### src/rtl/dds_ddc_center_mul_arbiter.sv
// Round-robin arbiter sharing one 3-stage 16u x 18s multiplier among NUM_REQ requesters.
// A tag pipeline keeps each product's requester ID aligned with the multiplier stages.
module dds_ddc_center_mul_arbiter #(
    parameter int NUM_REQ    = 4,
    parameter int ID_W       = $clog2(NUM_REQ),
    parameter int PIPE_DEPTH = 3
) (
    input  logic                  clk,
    input  logic                  reset,
    input  logic [NUM_REQ-1:0]    req_valid,
    output logic [NUM_REQ-1:0]    req_ready,
    input  logic [NUM_REQ*16-1:0] req_a,
    input  logic [NUM_REQ*18-1:0] req_b,
    output logic                  mul_ce,
    output logic [15:0]           mul_din0,
    output logic [17:0]           mul_din1,
    input  logic [33:0]           mul_dout,
    output logic                  rsp_valid,
    input  logic                  rsp_ready,
    output logic [ID_W-1:0]       rsp_id,
    output logic [33:0]           rsp_p,
    output logic                  idle
);

    logic [ID_W-1:0]       ptr;
    logic [PIPE_DEPTH-1:0] vld;
    logic [ID_W-1:0]       id_pipe [PIPE_DEPTH];
    logic                  found;
    logic [ID_W-1:0]       gnt_idx;
    logic                  gnt;

    // Gating with reset keeps stale multiplier output from ever looking valid.
    assign rsp_valid = vld[PIPE_DEPTH-1] && !reset;
    assign rsp_id    = id_pipe[PIPE_DEPTH-1];
    assign rsp_p     = mul_dout;
    assign mul_ce    = !(rsp_valid && !rsp_ready) && !reset;
    assign idle      = !reset && !(|vld) && !(|req_valid);

    always_comb begin : grant_search
        int              idx;
        logic [ID_W-1:0] cand;
        idx     = 0;
        cand    = '0;
        found   = 1'b0;
        gnt_idx = '0;
        for (int k = 1; k <= NUM_REQ; k++) begin
            idx = int'(ptr) + k;
            if (idx >= NUM_REQ) begin
                idx = idx - NUM_REQ;
            end
            cand = ID_W'(idx);
            if (!found && req_valid[cand]) begin
                found   = 1'b1;
                gnt_idx = cand;
            end
        end
    end

    always_comb begin
        gnt       = found && mul_ce;
        req_ready = '0;
        mul_din0  = '0;
        mul_din1  = '0;
        if (gnt) begin
            req_ready[gnt_idx] = 1'b1;
            mul_din0           = req_a[16*gnt_idx +: 16];
            mul_din1           = req_b[18*gnt_idx +: 18];
        end
    end

    always_ff @(posedge clk) begin
        if (reset) begin
            ptr <= ID_W'(NUM_REQ - 1);
            vld <= '0;
        end else if (mul_ce) begin
            vld <= {vld[PIPE_DEPTH-2:0], gnt};
            if (gnt) begin
                ptr <= gnt_idx;
            end
        end
    end

    // IDs need no reset: vld alone decides whether a stage carries a product.
    always_ff @(posedge clk) begin
        if (mul_ce) begin
            id_pipe[0] <= gnt_idx;
            for (int s = 1; s < PIPE_DEPTH; s++) begin
                id_pipe[s] <= id_pipe[s-1];
            end
        end
    end

endmodule
### config.mk
export PLATFORM = sky130hd
export DESIGN_NAME = dds_ddc_center_mul_arbiter
export DESIGN_NICKNAME = d
export VERILOG_FILES = /design/src/rtl/dds_ddc_center_mul_arbiter.sv
export SDC_FILE = /design/constraint.sdc
export NUM_CORES = 1
export LEC_CHECK = 0
export CORE_AREA = 2 2 99 101
export CTS_BUF_LIST = sky130_fd_sc_hd__clkbuf_8
export DETAILED_ROUTE_END_ITERATION = 10
export DIE_AREA = 0 0 101 103
export PLACE_DENSITY = 0.68
export SLEW_MARGIN = 5
export SYNTH_ARGS = -nofsm -noshare
export SYNTH_HDL_FRONTEND = slang
export SYNTH_SLANG_ARGS = --single-unit
### constraint.sdc
create_clock -name clk -period 2.4 [get_ports clk]
set_input_delay 0.48 -clock clk [delete_from_list [all_inputs] [get_ports clk]]
set_output_delay 0.48 -clock clk [all_outputs]
set_load 0.005 [all_outputs]
==> impl_metrics.ini, run 1 <==
[critical_path]
start_kind = input pin
path_max_fanout = 4
worstPathRequired_ns = 1.92
reg2regPathDepth = 8
r2r_end = id_pipe[0][0]$_DFFE_PN_
r2r-start = ptr[0]$_SDFFE_PP1P_
critical-path-slowest-cell = nor3_4
crit_path_cell_trace = buf_8, nor2b_4, o21a_1, nor3_4, buf_6, buf_12, buf_8, buf_6, mux2i_2, o22ai_2, buf_2
end_kind = primary output
arrival_ns = 2.07
reg2reg_slack_ns = 0.75
critical_path.max_stage_delay_ns = 0.24
critPathKind = input pin to primary output

[power]
ir_worst_vdd_mv = 0.144
p_total_mw = 1.67
power.density_nw_per_um2 = 413
leakagePower_nw = 1.83

[clock_tree]
clk_pin_slew_worst_paths_ns = 0.05
cts_buffers = 3
clk_latency_ns = 0.24
cts.sinks = 11
clockBufferDepth = 2
cts_tree = done
cts_root_buf = clkbuf_8
cts_hold_buf = 0
htree_levels = 1

[floorplanning]
die_w_um = 101
io_pins = 254
start_util_pct = 19.7
design.core.area_um2 = 9460
row_count = 36
die_area_um2 = 10400
dieHeight_um = 103

[finish]
final_cell_mix = clkdlybuf4s50_1, mux2i_1, buf_2
layout.nets = 577
syn2layout_area_growth_pct = 117
n_antenna_cell = 0
final_common_cell = clkdlybuf4s50_1
drive_above_1_share_pct = 32.3

[grt]
grt_antenna_before_repair = 0
grt_max_degree = 21
grt.overflow.total = 0
track_usage_pct = 13.6
grt_pass1_wl_um = 11100
grt_pass1_vias = 2214

[logic_synthesis]
seq_area_frac_synth_pct = 15.0
ys_seq_elements = 11
syn_nets = 384
syn_area_um2 = 1870
netlist.area_leader.share_pct = 36.4
syn_inst = 207
avgSynthCellArea_um2 = 9.02
synth_top_cells_by_area = mux2i_1, buf_4, o22ai_1
yosysTopAreaCell = mux2i_1
yosys_warnings = 0
synth.distinct_cells = 32

[min_path]
holdPathEnd = id_pipe[0][4]$_DFFE_PN_
hp-class = flop to flop
min-delay-start = id_pipe[0][2]$_DFFE_PN_
worst_hold_path.num_cells = 0

[route]
ant_nets = 0
first_pass_iters = 4
drt-initial-drc-count = 39
vias = 2345
detail_route.wl_per_cell_um = 16.3
viasPerCell = 4.57
drc = 0
drt_wl_total_um = 8360

[timing]
fin_ws_ns = -0.150
skew_ns = 0.00454
maxSlewViolCount = 0
relSlewSlack_pct = 84.3
tightest_slew_ns = 0.233
rsz0062_at_grt = yes
fmax_ghz = 0.392
fin_hold_ws_ns = 0.418
period_share_pct = 106
final-setup-viol-count = 33
hold_viol = 0
fin_crit_ns = 2.55

[placed_design]
io_buffers = 185
place_congestion = 0.767
hpwl_um = 6690

[outcome]
outcome = finished, violations left
violations = setup timing

[flow_run]
max_cap_viol_count = 0
repair_timing:
action,in CTS,in global routing
gates resized for setup,208,21
cloned,1,0
setup buffers,22,4
pin swaps,34,17
endpoints found under the setup margin,39,38
worst max-delay path by stage:
stage,startpoint,to,slack [ns],cells after the start
final,req_valid[3],mul_din1[9],-0.15,11
after global routing,req_valid[3],mul_din1[9],-0.24,11
after CTS,req_valid[1],mul_din1[9],-0.16,12
after detailed placement,req_valid[1],mul_din0[6],-0.85,9
after global placement,req_valid[1],mul_din1[9],-0.82,9
after floorplan,reset,mul_din0[10],0.19,7
through the flow:
step / area [um^2] / setup TNS, ns / utilization, % / setup WS (ns) / instances
finish: 4050 / -1.97 / 42.8 / -0.150 / 513
global route: 4050 / -4.69 / 42.8 / -0.242 / 513
CTS: 3990 / -1.94 / 42.2 / -0.159 / 512
detailed placement: 3750 / -28.92 / 39.6 / -0.848 / 485
global placement: 3750 / -28.19 / 39.6 / -0.825 / 485
floorplan: 1870 / 0 / - / 0.188 / 207
cells by family after synthesis:
group / Yosys count / share of synthesized area [%]
buffers and inverters: 55 / 24.5
muxes: 68 / 36.4
AOI/OAI and AO/OA: 42 / 14.3
DFF: 11 / 15.0
and+or+nand+nor: 31 / 9.71
registers in the layout (all words and copies together) (netlist names):
| signal | flops |
|---|---|
| vld | 3 |
| ptr | 2 |
| id_pipe | 6 |
worst max-delay path, delay by kind of cell:
kind	cells	cell delay [ns]
simple gates	2	0.35
mux	1	0.22
buf+inv	6	0.69
compound gates	2	0.32
final cells by class:
type                       count  area, um^2
clock buffer                   3        41.3
sequential                    11         282
multi-input combinational    141        1280
fill                         959        5410
clock inverter                 1        3.75
timing repair buffer         241        2280
inverter                       2        7.51
tap                          114         143
per-layer routing:
metal | up-vias | track usage (%) | wire (um)
li1 | 1125 | - | -
met1 | 1081 | 16.4 | 3170
met2 | 113 | 24.2 | 4280
met3 | 26 | 3.53 | 710
met4 | 0 | 3.53 | 199
met5 | - | 0 | 0
power breakdown:
part           switching, mW  leakage [nW]  internal [mW]
clock                 0.0663        0.0269          0.112
sequential            0.0134         0.100          0.223
combinational          0.459          1.70          0.799
Yosys cell counts:
master	instances
inv_2	1
a21oi_1	3
inv_1	1
buf_12	4
o31a_1	1
buf_2	8
nand2_2	1
nor2b_1	3
mux2i_1	68
nor3_2	1
o21a_1	1
o31a_2	1
edfxtp_1	6
or4_1	1
nor2_2	1
nand2_1	5
and2_1	1
nand4bb_2	1
nor4_1	2
a21o_1	1
buf_8	3
nor3_1	1
clkbuf_1	1
buf_4	36
nor2_1	10
nand2b_1	1
dfxtp_1	5
nor2b_4	1
o22ai_1	35
nand2b_2	1
nand3b_1	1
buf_6	1
No activity file was read; power rests on OpenSTA's default activity.
==> run 2: changes to the inputs <==
- CAP_MARGIN: default -> 20
==> results of run 2 <==
No change in the layout: final DEF, timing and power equal those of run 1.
